$ cat config.mk
export PLATFORM = sky130hd
export DESIGN_NAME = hamming_encoder_fifo
export DESIGN_NICKNAME = d
export VERILOG_FILES = /design/src/rtl/hamming_encoder_fifo.sv
export SDC_FILE = /design/constraint.sdc
export NUM_CORES = 1
export LEC_CHECK = 0
export CAP_MARGIN = 40
export CORE_AREA = 2 2 92 94
export DETAILED_ROUTE_END_ITERATION = 6
export DIE_AREA = 0 0 94 96
export PLACE_DENSITY = 0.79
export RECOVER_POWER = 50
export SLEW_MARGIN = 20
export SYNTH_ARGS = -nofsm -noshare
export SYNTH_HDL_FRONTEND = slang
export SYNTH_SLANG_ARGS = --single-unit
$ cat constraint.sdc
create_clock -name clk -period 2.1 [get_ports clk]
set_clock_uncertainty 0.1 [all_clocks]
set_input_delay 0.21 -clock clk [delete_from_list [all_inputs] [get_ports clk]]
set_output_delay 0.21 -clock clk [all_outputs]
set_load 0.005 [all_outputs]
$ cat src/rtl/hamming_encoder_fifo.sv
`default_nettype none
// ============================================================================
// Module   : hamming_encoder_fifo
// Purpose  : Upstream stage of the 16-bit/21-bit Hamming link.  Accepts 16-bit
//            data words on a valid/ready handshake, encodes each one into a
//            21-bit even-parity codeword, and buffers the codewords in a
//            show-ahead FIFO.  The FIFO feeds the downstream transport and
//            the hamming_decoder.
// Revision : 1.0  initial release
// ----------------------------------------------------------------------------
// Parameters
//   DEPTH      FIFO entries; power of two, minimum 2          (default 4)
//   AW         pointer width; must equal log2(DEPTH)          (default 2)
// Ports
//   clk        in   1     system clock, rising edge
//   rst        in   1     synchronous active-high reset
//   in_data    in   16    data word to encode
//   in_valid   in   1     in_data valid this cycle
//   in_ready   out  1     block can accept a word (= !full)
//   out_code   out  21    codeword at FIFO head (meaningful when out_valid)
//   out_valid  out  1     FIFO not empty
//   out_ready  in   1     consumer takes out_code this cycle
//   count      out  AW+1  number of stored codewords, 0..DEPTH
// Optional build macro
//   ERR_INJECT_EN  adds inj_en (1) and inj_pos (5).  On a push with inj_en=1
//                  and inj_pos<=20, codeword bit inj_pos is inverted before
//                  it is stored; inj_pos 21..31 leaves the codeword clean.
// ============================================================================
module hamming_encoder_fifo #(
  parameter int DEPTH = 4,
  parameter int AW    = 2
) (
  input  logic          clk,
  input  logic          rst,
  input  logic [15:0]   in_data,
  input  logic          in_valid,
  output logic          in_ready,
`ifdef ERR_INJECT_EN
  input  logic          inj_en,
  input  logic [4:0]    inj_pos,
`endif
  output logic [20:0]   out_code,
  output logic          out_valid,
  input  logic          out_ready,
  output logic [AW:0]   count
);

  localparam logic [AW:0] C_FULL  = (AW+1)'(DEPTH);
  localparam logic [AW:0] C_ONE   = (AW+1)'(1);
  localparam logic [AW-1:0] C_PTR_ONE = AW'(1);

  // --------------------------------------------------------------------------
  // Storage and pointers
  // --------------------------------------------------------------------------
  logic [20:0]   mem [DEPTH];
  logic [AW-1:0] r_wr_ptr;
  logic [AW-1:0] r_rd_ptr;
  logic [AW:0]   r_count;

  logic          w_full;
  logic          w_empty;
  logic          w_push;
  logic          w_pop;

  // --------------------------------------------------------------------------
  // Encoder
  // --------------------------------------------------------------------------
  logic [20:0]   w_data_cw;   // data bits placed, parity positions still zero
  logic [20:0]   w_clean_cw;  // complete even-parity codeword
  logic [20:0]   w_store_cw;  // codeword actually written into the FIFO

  always_comb begin
    w_data_cw        = '0;
    w_data_cw[2]     = in_data[15];
    w_data_cw[6:4]   = in_data[14:12];
    w_data_cw[14:8]  = in_data[11:5];
    w_data_cw[20:16] = in_data[4:0];
  end

  // Each parity bit covers the positions whose 1-based index has the
  // corresponding power-of-two bit set; parity slots are zero in w_data_cw
  // so they contribute nothing to the reductions.
  always_comb begin
    w_clean_cw     = w_data_cw;
    w_clean_cw[0]  = ^{w_data_cw[2],  w_data_cw[4],  w_data_cw[6],
                       w_data_cw[8],  w_data_cw[10], w_data_cw[12],
                       w_data_cw[14], w_data_cw[16], w_data_cw[18],
                       w_data_cw[20]};
    w_clean_cw[1]  = ^{w_data_cw[2],  w_data_cw[5],  w_data_cw[6],
                       w_data_cw[9],  w_data_cw[10], w_data_cw[13],
                       w_data_cw[14], w_data_cw[17], w_data_cw[18]};
    w_clean_cw[3]  = ^{w_data_cw[4],  w_data_cw[5],  w_data_cw[6],
                       w_data_cw[11], w_data_cw[12], w_data_cw[13],
                       w_data_cw[14], w_data_cw[19], w_data_cw[20]};
    w_clean_cw[7]  = ^w_data_cw[14:8];
    w_clean_cw[15] = ^w_data_cw[20:16];
  end

`ifdef ERR_INJECT_EN
  logic [20:0] w_flip;

  // A 21-bit shift by 21..31 already yields zero; the explicit range test
  // keeps the intent obvious.
  always_comb begin
    w_flip = '0;
    if (inj_en && (inj_pos <= 5'd20)) begin
      w_flip = 21'd1 << inj_pos;
    end
  end

  assign w_store_cw = w_clean_cw ^ w_flip;
`else
  assign w_store_cw = w_clean_cw;
`endif

  // --------------------------------------------------------------------------
  // Handshake decode
  // --------------------------------------------------------------------------
  // Full and empty come from the registered count only, so a pop in a full
  // cycle cannot open the input in that same cycle.
  assign w_full   = (r_count == C_FULL);
  assign w_empty  = (r_count == '0);
  assign w_push   = in_valid & ~w_full;
  assign w_pop    = out_ready & ~w_empty;

  // --------------------------------------------------------------------------
  // Control state
  // --------------------------------------------------------------------------
  always_ff @(posedge clk) begin
    if (rst) begin
      r_wr_ptr <= '0;
      r_rd_ptr <= '0;
      r_count  <= '0;
    end else begin
      if (w_push) begin
        r_wr_ptr <= r_wr_ptr + C_PTR_ONE;
      end
      if (w_pop) begin
        r_rd_ptr <= r_rd_ptr + C_PTR_ONE;
      end
      case ({w_push, w_pop})
        2'b10:   r_count <= r_count + C_ONE;
        2'b01:   r_count <= r_count - C_ONE;
        default: r_count <= r_count;
      endcase
    end
  end

  // Storage is intentionally not reset; the write is suppressed during reset
  // so a handshake in the reset cycle leaves no trace.
  always_ff @(posedge clk) begin
    if (!rst && w_push) begin
      mem[r_wr_ptr] <= w_store_cw;
    end
  end

  // --------------------------------------------------------------------------
  // Outputs
  // --------------------------------------------------------------------------
  assign in_ready  = ~w_full;
  assign out_valid = ~w_empty;
  assign count     = r_count;

  // Stale entries survive reset, so the head is masked while empty to keep
  // out_code at zero rather than exposing old data.
  assign out_code  = w_empty ? 21'd0 : mem[r_rd_ptr];

endmodule
`default_nettype wire
==> summary.md, run 1 <==
| Metric | Value |
|---|---|
| WL/cell | `18.60 um` |
| First-pass GRT wire length | `between 10 and 15 mm` |
| Final worst-path cycle share | `slightly below 100%` |
| Post-synth cell types | `27` |
| Max incr delay on CP | `350 ps` |
| Critical Path End Type | `flip-flop` |
| Hold Vio Cnt, Final | `0` |
| Combinational fraction of design power | `about two fifths` |
| Area after DPL | `4735 sq um` |
| Reg clk slew, reported paths | `around 90 ps` |
| CTS root buffer | `clkbuf_8` |
| Buffers on Ports | `45` |
| CTS tree | `done` |
| Layout area overhead | `27.60%` |
| Crit-path max FO | `2` |
| Overall power | `between 6 and 7 mW` |
| GR Overflow Total | `0` |
| Placement Rows | `33` |
| Final WL | `approximately 7.5 mm` |
| Vias per cell | `between 5 and 6` |
| Net Count, Synth | `~240` |
| Worst endpoint data arrival time | `roughly 2200 ps` |
| Vias | `between 2000 and 2500` |
| Final Instance Area | `between 5000 and 6000 sq um` |
| Final core utilization | `just over 60%` |
| Worst vdd ir | `0.6255 mV` |
| Minimum clock period | `between 2000 and 2500 ps` |
| Setup TNS | `0 ps` |
| Required time worst endpoint | `about 2300 ps` |
| Pwr dens | `1215 nW/um^2` |
| Detail Route Antenna Nets | `0` |
| CP Class | `reg2reg` |
| GPL Wtd Cong | `a little over 0.7` |
| First drt pass iteration count | `4` |
| Die Span Y | `roughly 96 um` |
| Slew Limit Fails | `0` |
| Total GRT Usage | `18.11%` |
| F_max | `a little under 500 MHz` |
| Clock share of power | `about a quarter` |
| Setup violations, final | `0` |
| Antenna violations before repair | `0` |
| Worst path top cell family by delay | `simple AND/OR/NAND/NOR gates` |
| Run status | `finished, final reports clean` |
| Die X | `94 um` |
| Hold_buf cts | `0` |
| Inserted Diodes | `0` |
| DR DRC count | `0` |
| Max_cap viols | `0` |
| Yosys warnings | `0` |
| Starting Density | `between 40 and 50%` |
| Unrepaired setup endpoints after global routing | `yes` |
| Post-Syn Area | `a little under 4000 sq um` |
| Fill count | `roughly 600` |
| CP bufs+invs | `2` |
| Core ar. | `a little over 8000 sq um` |
| Vias in the first global route | `about 2200` |
| Worst path slowest cell | `fa_2` |
| Psw | `between 1.5 and 2 mW` |
| Clk Latency, worst-skew pair | `~350 ps` |
| Die area | `around 9000 sq um` |
| Layout cells sized above 1 | `~33%` |
| Cells after DPL | `~380` |
| Seq/Total Area, Yosys | `between 60 and 70%` |
| CTS H-tree lvls | `3` |
| Crit path launch type | `flip-flop` |
| Reg power frac | `between 30% and 40%` |
| Worst slew pin tran | `623.0 ps` |
| Static Leak | `1.791 nW` |
| Clk sinks | `93` |
| Post-DP HPWL | `between 4 and 5 mm` |
| # IOs | `between 40 and 50` |
| CTS Buf Count | `9` |
| Hold WC Path Type | `reg2reg` |
| Nets | `approximately 320` |
| Largest net degree at the start of global routing | `22` |
| Longest Clk Path Bufs | `2` |
| DRT iter0 DRCs | `97` |
| Synth Instances | `211` |
| Slew headroom | `about 58%` |
| Post-Layout Cell Count | `between 400 and 500` |
| Internal power | `around 4.4 mW` |
| Critical Path, Cell by Cell | `nor3b_4, inv_2, nand2_1, ha_1, inv_1, fa_2, xor2_1, or3_1, a21oi_2` |
| Syn_area_per_cell | `between 15 and 20 sq um` |
| Seq cells post-synth | `between 90 and 100` |
| Sw frac | `27.72%` |
[power groups by stage]
stage          clock [mW]  sequential (mW)  combinational, mW
5_1_grt              1.52             2.29               2.59
4_1_cts              1.44             2.28               2.47
3_5_place_dp            0             2.31               2.11
3_3_place_gp            0             2.30               2.08
6_report             1.43             2.28               2.38
2_1_floorplan           0             2.32               1.06
[cells by family after synthesis]
group	after synthesis	synth area share [%]
xor+xnor	28	7.871
compound gates	9	1.307
fa+ha+maj	6	2.103
mux	21	12.14
simple gates	38	5.736
flops	93	68.83
buf+inv	16	2.008
[sequential cells by signal, indices dropped and copies added (netlist names), named ones only]
signal,count
mem,84
r_wr_ptr,2
r_rd_ptr,2
count,3
[repair_timing]
| action | 4_1_cts | 5_1_grt |
|---|---|---|
| setup endpoints to repair | 23 | 18 |
| pin swaps | 3 | 2 |
| setup buffers | 7 | 1 |
| gates resized for setup | 86 | 9 |
| cloned | 3 | 0 |
[per-layer routing]
layer | up-vias | part of all wire, % | track usage, %
li1 | 957 | - | -
met1 | 1048 | 42 | 22.60
met2 | 66 | 52 | 30.95
met3 | 13 | 5.2 | 4.542
met4 | 0 | 1.6 | 6.643
met5 | - | 0 | 0
[cell usage after synthesis, drive strengths merged]
library cell | instances | area share [%]
xor2 | 6 | 1.3
nand3 | 2 | 0.25
o21ai | 3 | 0.38
or3 | 1 | 0.16
and2 | 4 | 0.64
dfxtp | 9 | 4.6
buf | 5 | 0.96
a21oi | 4 | 0.51
nor2b | 14 | 2.2
clkbuf | 2 | 0.19
xnor2 | 19 | 4.8
xnor3 | 3 | 1.7
o31ai | 1 | 0.19
and2b | 7 | 1.3
nand2 | 1 | 0.096
ha | 5 | 1.6
mux4 | 21 | 12
o311ai | 1 | 0.22
nor3b | 1 | 0.19
edfxtp | 84 | 64
inv | 9 | 0.86
nor2 | 6 | 0.57
nor3 | 2 | 0.25
fa | 1 | 0.51
[final cells by class]
| cell class | instances | area [sq um] | share of cell area [%] |
|---|---|---|---|
| Tap cell | 105 | 131.4 | 2.622 |
| Multi-Input combinational cell | 102 | 1187 | 23.70 |
| Clock buffer | 9 | 123.9 | 2.473 |
| Sequential cell | 93 | 2710 | 54.10 |
| Inverter | 9 | 33.78 | 0.6743 |
| Clock inverter | 7 | 120.1 | 2.398 |
| Timing Repair Buffer | 76 | 703.2 | 14.04 |
[worst reg2reg max path: cells and delay by family, from the launching register on]
kind | cells | cell delay [ps]
flip-flops | 1 | 340
AND/OR/NAND/NOR | 3 | 620
XOR/XNOR | 1 | 150
buffers and inverters | 2 | 120
adder cells (fa/ha/maj) | 2 | 510
AO/OA/AOI/OAI | 1 | 130
[per-stage QoR]
step	worst slack, ps	hold WS (ps)
floorplan	19.43	208.9
global placement	-21.25	403.8
detailed placement	-86.54	406.7
CTS	-35.98	414.0
global route	-55.87	454.2
finish	51.43	422.4
[worst paths after layout]
| check | endpoint | depth (start not counted) | from | slack [ps] |
|---|---|---|---|---|
| setup / recovery | count[2] | 9 | count[0] | 50 |
| setup reg to reg | count[2] | 9 | count[0] | 50 |
| hold reg to reg | r_wr_ptr[1] | 2 | r_wr_ptr[1] | 420 |
| hold / removal | r_wr_ptr[1] | 2 | r_wr_ptr[1] | 420 |
[placed cells by master (no fill, tap or decap), drive strengths merged, types with 3 or more instances in the layout]
cell type	n
a21oi	4
and2	4
and2b	7
buf	38
bufinv	3
clkbuf	20
clkdlybuf4s50	6
dfxtp	9
dlygate4sd3	17
edfxtp	84
ha	5
inv	11
mux4	21
nor2	6
nor2b	14
o21ai	3
xnor2	19
xnor3	3
xor2	6
Note: power is estimated with default switching activity, not from simulation.
==> run 2: changes to the inputs <==
--- a/config.mk
+++ b/config.mk
@@ -5,11 +5,11 @@
 export SDC_FILE = /design/constraint.sdc
 export NUM_CORES = 1
 export LEC_CHECK = 0
-export CAP_MARGIN = 40
-export CORE_AREA = 2 2 92 94
+export CAP_MARGIN = 0
+export CORE_AREA = 2 2 88 90
 export DETAILED_ROUTE_END_ITERATION = 6
-export DIE_AREA = 0 0 94 96
-export PLACE_DENSITY = 0.79
+export DIE_AREA = 0 0 90 92
+export PLACE_DENSITY = 0.82
 export RECOVER_POWER = 50
 export SLEW_MARGIN = 20
 export SYNTH_ARGS = -nofsm -noshare
==> constraint.sdc (replaced) <==
create_clock -name clk -period 2.63 [get_ports clk]
set_clock_uncertainty 0.1 [all_clocks]
set_input_delay 0.263 -clock clk [delete_from_list [all_inputs] [get_ports clk]]
set_output_delay 0.263 -clock clk [all_outputs]
set_load 0.005 [all_outputs]
==> run 2 against run 1 <==
Effect of this change:
- power fell by 28%
- wire length fell by 10%
- utilization rose by 1.5 points
- sequential cell count did not move
- clock-buffer cell count rose by 2
- die area fell by 8.2%
- sequential power fell by 20%
- critical path depth fell by 5
- via count fell by 5.4%
- worst setup slack improved by 100 ps
- critical endpoint is now out_code[20]
- largest cell class unchanged
- largest power group is now registers
==> summary.md, run 2 (synthesis results as in run 1) <==
| Metric | Value |
|---|---|
| Run status | `finished, final reports clean` |
| Sw frac | `25.77% (-2.0 points)` |
| Vias | `1972 (-5.4%)` |
| Starting Density | `52.72% (+4.0 points)` |
| Buffers on Ports | `45 (unchanged)` |
| Detail Route Antenna Nets | `0 (unchanged)` |
| F_max | `slightly above 400 MHz` |
| Largest net degree at the start of global routing | `23 (+4.5%)` |
| Longest Clk Path Bufs | `2 (unchanged)` |
| Clk Latency, worst-skew pair | `360 ps (about the same)` |
| Nets | `294 (-7.3%)` |
| First-pass GRT wire length | `10.94 mm (-7.4%)` |
| Final worst-path cycle share | `between 90% and 100%` |
| Final Instance Area | `4747 sq um (-5.2%)` |
| Worst path top cell family by delay | `buffers and inverters` |
| Place WS | `107.7 ps (+194.2 ps)` |
| Minimum clock period | `between 2000 and 2500 ps` |
| Reg power frac | `41.3% (+3.9 points)` |
| CTS Buf Count | `9 (unchanged)` |
| Largest Register | `mem` |
| Largest register FFs | `84 (unchanged)` |
| Clk sinks | `93 (unchanged)` |
| GPL Wtd Cong | `0.7140 (+1.1%)` |
| Die X | `90 um (-4.3%)` |
| CTS root buffer | `clkbuf_8` |
| Vias per cell | `5.259 (+1.2%)` |
| CTS H-tree lvls | `3 (unchanged)` |
| Layout cells sized above 1 | `16.48% (-17 points)` |
| Internal power | `3.276 mW (-26%)` |
| Critical Path End Type | `primary output` |
| Inserted Diodes | `0 (unchanged)` |
| Required time worst endpoint | `2270 ps (about the same)` |
| Combinational fraction of design power | `33.5% (-5.6 points)` |
| Static Leak | `1.597 nW (-11%)` |
| Setup TNS | `0 ps (unchanged)` |
| CP bufs+invs | `2 (unchanged)` |
| Final core utilization | `63.74% (+1.5 points)` |
| Max incr delay on CP | `580 ps (+230 ps)` |
| CP Class | `reg2out` |
| Core ar. | `7447 sq um (-7.5%)` |
| Setup violations, final | `0 (unchanged)` |
| Hold Vio Cnt, Final | `0 (unchanged)` |
| Flop-to-flop setup slack | `270 ps (+220 ps)` |
| Critical Path, Cell by Cell | `buf_4, mux4_1, and2b_1, clkdlybuf4s50_1` |
| Slew Limit Fails | `0 (unchanged)` |
| Slew headroom | `57.38% (-1.1 points)` |
| # IOs | `46 (unchanged)` |
| Worst endpoint data arrival time | `2120 ps (-110 ps)` |
| Total GRT Usage | `18.06% (-0.054 points)` |
| Max_cap viols | `0 (unchanged)` |
| Layout area overhead | `20.90%` |
| Post-DP HPWL | `4.241 mm (-1.5%)` |
| Crit-path max FO | `8 (+6)` |
| GR Overflow Total | `0 (unchanged)` |
| DRT iter0 DRCs | `118 (+22%)` |
| Worst setup margin | `151.5 ps (+100.0 ps)` |
| Worst vdd ir | `0.6408 mV (+2.5%)` |
| Hold WC Path Type | `reg2reg` |
| Vias in the first global route | `2141 (-4.7%)` |
| Most common cell after layout, fill and taps aside | `edfxtp_1` |
| Crit path launch type | `flip-flop` |
| Pwr dens | `929.6 nW/um^2 (-23%)` |
| Psw | `1.137 mW (-33%)` |
| DR DRC count | `0 (unchanged)` |
| Placement Rows | `32 (-3.0%)` |
| CTS tree | `done` |
| Reg clk slew, reported paths | `90 ps (about the same)` |
| Worst slew pin tran | `639.3 ps (+16.32 ps)` |
| Die area | `8280 sq um (-8.2%)` |
| Worst path slowest cell | `mux4_1` |
| Final WL | `6.706 mm (-10%)` |
| Area after DPL | `4524 sq um (-4.4%)` |
| Most frequent cells in the layout | `edfxtp_1 (84), clkdlybuf4s50_1 (26), mux4_2 (20)` |
| Unrepaired setup endpoints after global routing | `no` |
| Antenna violations before repair | `0 (unchanged)` |
| First drt pass iteration count | `4 (unchanged)` |
| Die Span Y | `92 um (-4.2%)` |
| WL/cell | `17.88 um (-3.9%)` |
| Clock share of power | `25.2% (+1.8 points)` |
==> run 2: final timing paths <==
path	to	cells past startpoint	startpoint
worst max register to register	count[2]	9	count[2]
worst min register to register	r_wr_ptr[0]	2	r_wr_ptr[0]
worst min-delay path	r_wr_ptr[0]	2	r_wr_ptr[0]
worst max-delay path	out_code[20]	4	flip-flop
==> run 2: tightest hold or removal path, cell delays in order, from the launching register on <==
cell and delay (ps):
dfxtp_1 340, o21ai_0 80, a21oi_1 60
==> run 2: layout make-up <==
class                      instances  area, sq um
clock buffer                      11        141.4
multi-input combinational        102         1140
clock inverter                     5        98.84
fill                             562         2700
inverter                           9        33.78
sequential                        93         2703
tap                              102        127.6
timing repair buffer              53        503.0
==> run 2: timing repair <==
item | 4_1_cts | 5_1_grt
setup endpoints to repair | 0 | 1
gates resized for setup | 0 | 1
buffers inserted | 0 | 0
hold buffers | 0 | 0
==> run 2: routing by layer <==
metal  track usage (%)  share of wire [%]  vias up  wire [um]
li1                  -                  -      910          -
met1             22.23                 44     1008       2932
met2             30.51                 51       42       3399
met3             3.533                3.4       12        226
met4             9.615                2.2        0        147
met5                 0                  0        -          0
==> run 2: power groups by stage <==
stage | clock network, mW | logic [mW] | registers, mW
2_1_floorplan | 0 | 0.844 | 1.84
3_3_place_gp | 0 | 1.49 | 1.85
3_5_place_dp | 0 | 1.52 | 1.85
4_1_cts | 1.13 | 1.53 | 1.82
5_1_grt | 1.19 | 1.63 | 1.84
6_report | 1.11 | 1.48 | 1.82
==> run 2: per-stage QoR <==
stage	hold slack, ps	total power [mW]	std cells
floorplan	261.9	2.688	211
global placement	406.6	3.340	359
detailed placement	424.2	3.372	359
CTS	437.3	4.476	375
global route	474.3	4.660	375
finish	430.5	4.413	375
==> run 3: changes to the inputs <==
--- a/config.mk
+++ b/config.mk
@@ -5,11 +5,13 @@
 export SDC_FILE = /design/constraint.sdc
 export NUM_CORES = 1
 export LEC_CHECK = 0
+export ABC_AREA = 1
 export CAP_MARGIN = 0
-export CORE_AREA = 2 2 88 90
+export CORE_AREA = 2 2 92 94
 export DETAILED_ROUTE_END_ITERATION = 6
-export DIE_AREA = 0 0 90 92
-export PLACE_DENSITY = 0.82
+export DIE_AREA = 0 0 94 96
+export DONT_BUFFER_PORTS = 1
+export PLACE_DENSITY = 0.74
 export RECOVER_POWER = 50
 export SLEW_MARGIN = 20
 export SYNTH_ARGS = -nofsm -noshare
==> run 3 against run 2 <==
Effect of this change:
- wire length grew 30%
- cell area grew 0.66%
- synthesized cell count grew 110%
- global-route usage grew 3.1 points
- hold slack lost 320 ps
- register-to-register slack gained 130 ps
- sequential share of layout area shrank 0.37 points
- first-iteration DRC count grew 130%
- non-clock buffer count shrank 26
- via count grew 53%
- sequential cell count is the same
- area after synthesis grew 10%
==> summary.md, run 3 <==
| Metric | Value |
|---|---|
| Run status | `finished, final reports clean` |
| Net Count, Synth | `477 (+100%)` |
| Sw frac | `33.46% (+7.7 points)` |
| Synth Instances | `451 (+110%)` |
| Post-CTS sizing | `0 (unchanged)` |
| # IOs | `46 (unchanged)` |
| Layout area overhead | `10.18%` |
| Clk sinks | `93 (unchanged)` |
| Psw | `1.249 mW (+9.8%)` |
| Crit path launch type | `flip-flop` |
| Combinational fraction of design power | `27.7% (-5.8 points)` |
| Vias in the first global route | `2983 (+39%)` |
| Most common cell after layout, fill and taps aside | `nand2_1` |
| Worst endpoint data arrival time | `1880 ps (-240 ps)` |
| EDFF count, synth | `84 (unchanged)` |
| Internal power | `2.484 mW (-24%)` |
| Detail Route Antenna Nets | `0 (unchanged)` |
| Max incr delay on CP | `390 ps (-190 ps)` |
| Inserted Diodes | `0 (unchanged)` |
| Core ar. | `8051 sq um (+8.1%)` |
| Area after DPL | `4456 sq um (-1.5%)` |
| Critical Path End Type | `primary output` |
| Register area | `2703 sq um (unchanged)` |
| Slew headroom | `52.26% (-5.1 points)` |
| Clock share of power | `24.1% (-1.1 points)` |
| F_max | `445.4 MHz (+10%)` |
| DR DRC count | `0 (unchanged)` |
| Reg power frac | `48.2% (+6.9 points)` |
| CTS tree | `done` |
| Post-synth cell types | `28 (+3.7%)` |
| Final worst-path cycle share | `85.37% (-8.9 points)` |
| Count leader, synth | `nand2_1` |
| Vias | `3009 (+53%)` |
| Vias per cell | `5.161 (-1.9%)` |
| Largest net degree at the start of global routing | `43 (+87%)` |
| Synth cell count leaders | `nand2_1 (106), nor2_1 (97), edfxtp_1 (84)` |
| Max_cap viols | `0 (unchanged)` |
| Final Instance Area | `4778 sq um (+0.66%)` |
| Required time worst endpoint | `2270 ps (about the same)` |
| Total GRT Usage | `21.19% (+3.1 points)` |
| WL/cell | `14.95 um (-16%)` |
| Buffers on Ports | `0 (-100%)` |
| CP Class | `reg2out` |
| First-pass GRT wire length | `14.19 mm (+30%)` |
| Most frequent cells in the layout | `nand2_1 (107), nor2_1 (95), edfxtp_1 (84)` |
| First drt pass iteration count | `4 (unchanged)` |
| Die Span Y | `96 um (+4.3%)` |
| Unrepaired setup endpoints after global routing | `no` |
| Multi-input logic area | `1375 sq um (+21%)` |
| Cells after DPL | `549 (+53%)` |
| Placement Rows | `33 (+3.1%)` |
| Longest Clk Path Bufs | `2 (unchanged)` |
| DR top layer | `met4` |
| Slew Limit Fails | `0 (unchanged)` |
| WL met3 | `415 um (+84%)` |
| Synth top area share | `58.17% (-6.1 points)` |
| CTS H-tree lvls | `3 (unchanged)` |
| Crit-path max FO | `22 (+14)` |
| CTS Buf Count | `9 (unchanged)` |
| Seq/Total Area, Yosys | `62.32% (-6.5 points)` |
| WL met2 | `4.434 mm (+30%)` |
| Critical Path, Cell by Cell | `buf_4, inv_1, nor2_1, o21ai_0, a21oi_1` |
| Syn_area_per_cell | `9.616 sq um (-48%)` |
| Routed length on met1 | `3.716 mm (+27%)` |
| Setup violations, final | `0 (unchanged)` |
| Die X | `94 um (+4.4%)` |
| Minimum clock period | `2245 ps (-233.3 ps)` |
| Worst path slowest cell | `inv_1` |
| GR Overflow Total | `0 (unchanged)` |
| Die area | `9024 sq um (+9.0%)` |
| Async set-reset flop share out of synthesis | `0% (unchanged)` |
| Starting Density | `53.86% (+1.1 points)` |
| Largest register FFs | `84 (unchanged)` |
| Fill count | `698 (+24%)` |
| Post-DP HPWL | `5.497 mm (+30%)` |
| Hold Vio Cnt, Final | `0 (unchanged)` |
| Nets | `499 (+70%)` |
| Reg clk slew, reported paths | `80 ps (about the same)` |
| Hold WC Path Type | `in2reg` |
| Pwr dens | `781.2 nW/um^2 (-16%)` |
| Worst vdd ir | `0.7096 mV (+11%)` |
| Final WL | `8.716 mm (+30%)` |
| DRT iter0 DRCs | `268 (+130%)` |
| Worst slew pin tran | `715.3 ps (+76.01 ps)` |
| Ys flop type | `edfxtp_1` |
| Antenna violations before repair | `0 (unchanged)` |
| Setup TNS | `0 ps (unchanged)` |
| Static Leak | `1.894 nW (+19%)` |
| Yosys warnings | `0 (unchanged)` |
| Clk Latency, worst-skew pair | `360 ps (about the same)` |
| CTS root buffer | `clkbuf_8` |
| Seq cells post-synth | `93 (unchanged)` |
| Area contributors post-synth | `edfxtp_1 (58%), nand2_1 (9.2%), nor2_1 (8.4%)` |
| Largest area contributor in the netlist | `edfxtp_1` |
| Layout cells sized above 1 | `5.439% (-11 points)` |
| Overall power | `3.733 mW (-15%)` |
| GPL Wtd Cong | `0.8008 (+12%)` |
| Largest Register | `mem` |
| Post-Syn Area | `4337 sq um (+10%)` |
| Post-Layout Cell Count | `583 (+55%)` |
run 3: worst max-delay path: cells and delay by family, from the launching register on:
family                 cells  cell delay [ps]
AND/OR/NAND/NOR            1              240
flip-flops                 1              310
AO/OA/AOI/OAI              2              310
buffers and inverters      2              640
run 3: power groups by stage:
stage               Clock [mW]  Combinational, mW  Sequential (mW)
floorplan                    0              0.835             1.82
global placement             0               1.00             1.84
detailed placement           0               1.04             1.85
CTS                      0.918               1.08             1.81
global route             0.971               1.20             1.82
finish                   0.899               1.03             1.80
run 3: routing by layer:
layer  GRT usage [%]  up-vias
met3           5.325       13
met1           25.13     1408
met2           37.56       62
met4           7.729        0
met5               0        -
li1                -     1526
run 3: kinds of logic (layout without fill, tap and decap cells):
family          after synthesis  after routing  synth area share, %
compound gates               72             72                8.482
xor+xnor                      8              8                1.616
fa+ha+maj                     6              6                1.904
buf+inv                      54             81                5.309
flops                        93             93                62.32
simple gates                218            218                20.37
run 3: path summary, 6_finish.rpt:
path,from,end,depth (start not counted),slack (ps)
setup / recovery,flip-flop,out_code[20],5,380
hold / removal,out_ready,flip-flop,3,110
setup reg to reg,count[1],mem[3][7],6,400
hold reg to reg,r_rd_ptr[1],flip-flop,2,440
run 3: repair_timing:
item	in CTS	in global routing
hold buffers	18	0
hold endpoints to repair	73	0
setup endpoints to repair	0	0
setup buffers	0	0
run 3: stage by stage:
stage | util [%] | worst slack, ps | hold slack, ps
floorplan | - | 307.3 | 261.9
global placement | 55.34 | 715.1 | 237.6
detailed placement | 55.34 | 604.0 | 238.2
CTS | 59.84 | 345.8 | 107.4
global route | 59.35 | 163.2 | 153.6
finish | 59.35 | 384.7 | 113.4
run 3: area by class of cell:
type	count	area share, %
clock inverters	5	1.074
well taps	105	2.749
multi-input cells	304	28.78
repair buffers	27	5.106
flip-flops and latches	93	56.56
clock buffers	11	2.749
inverters	38	2.985
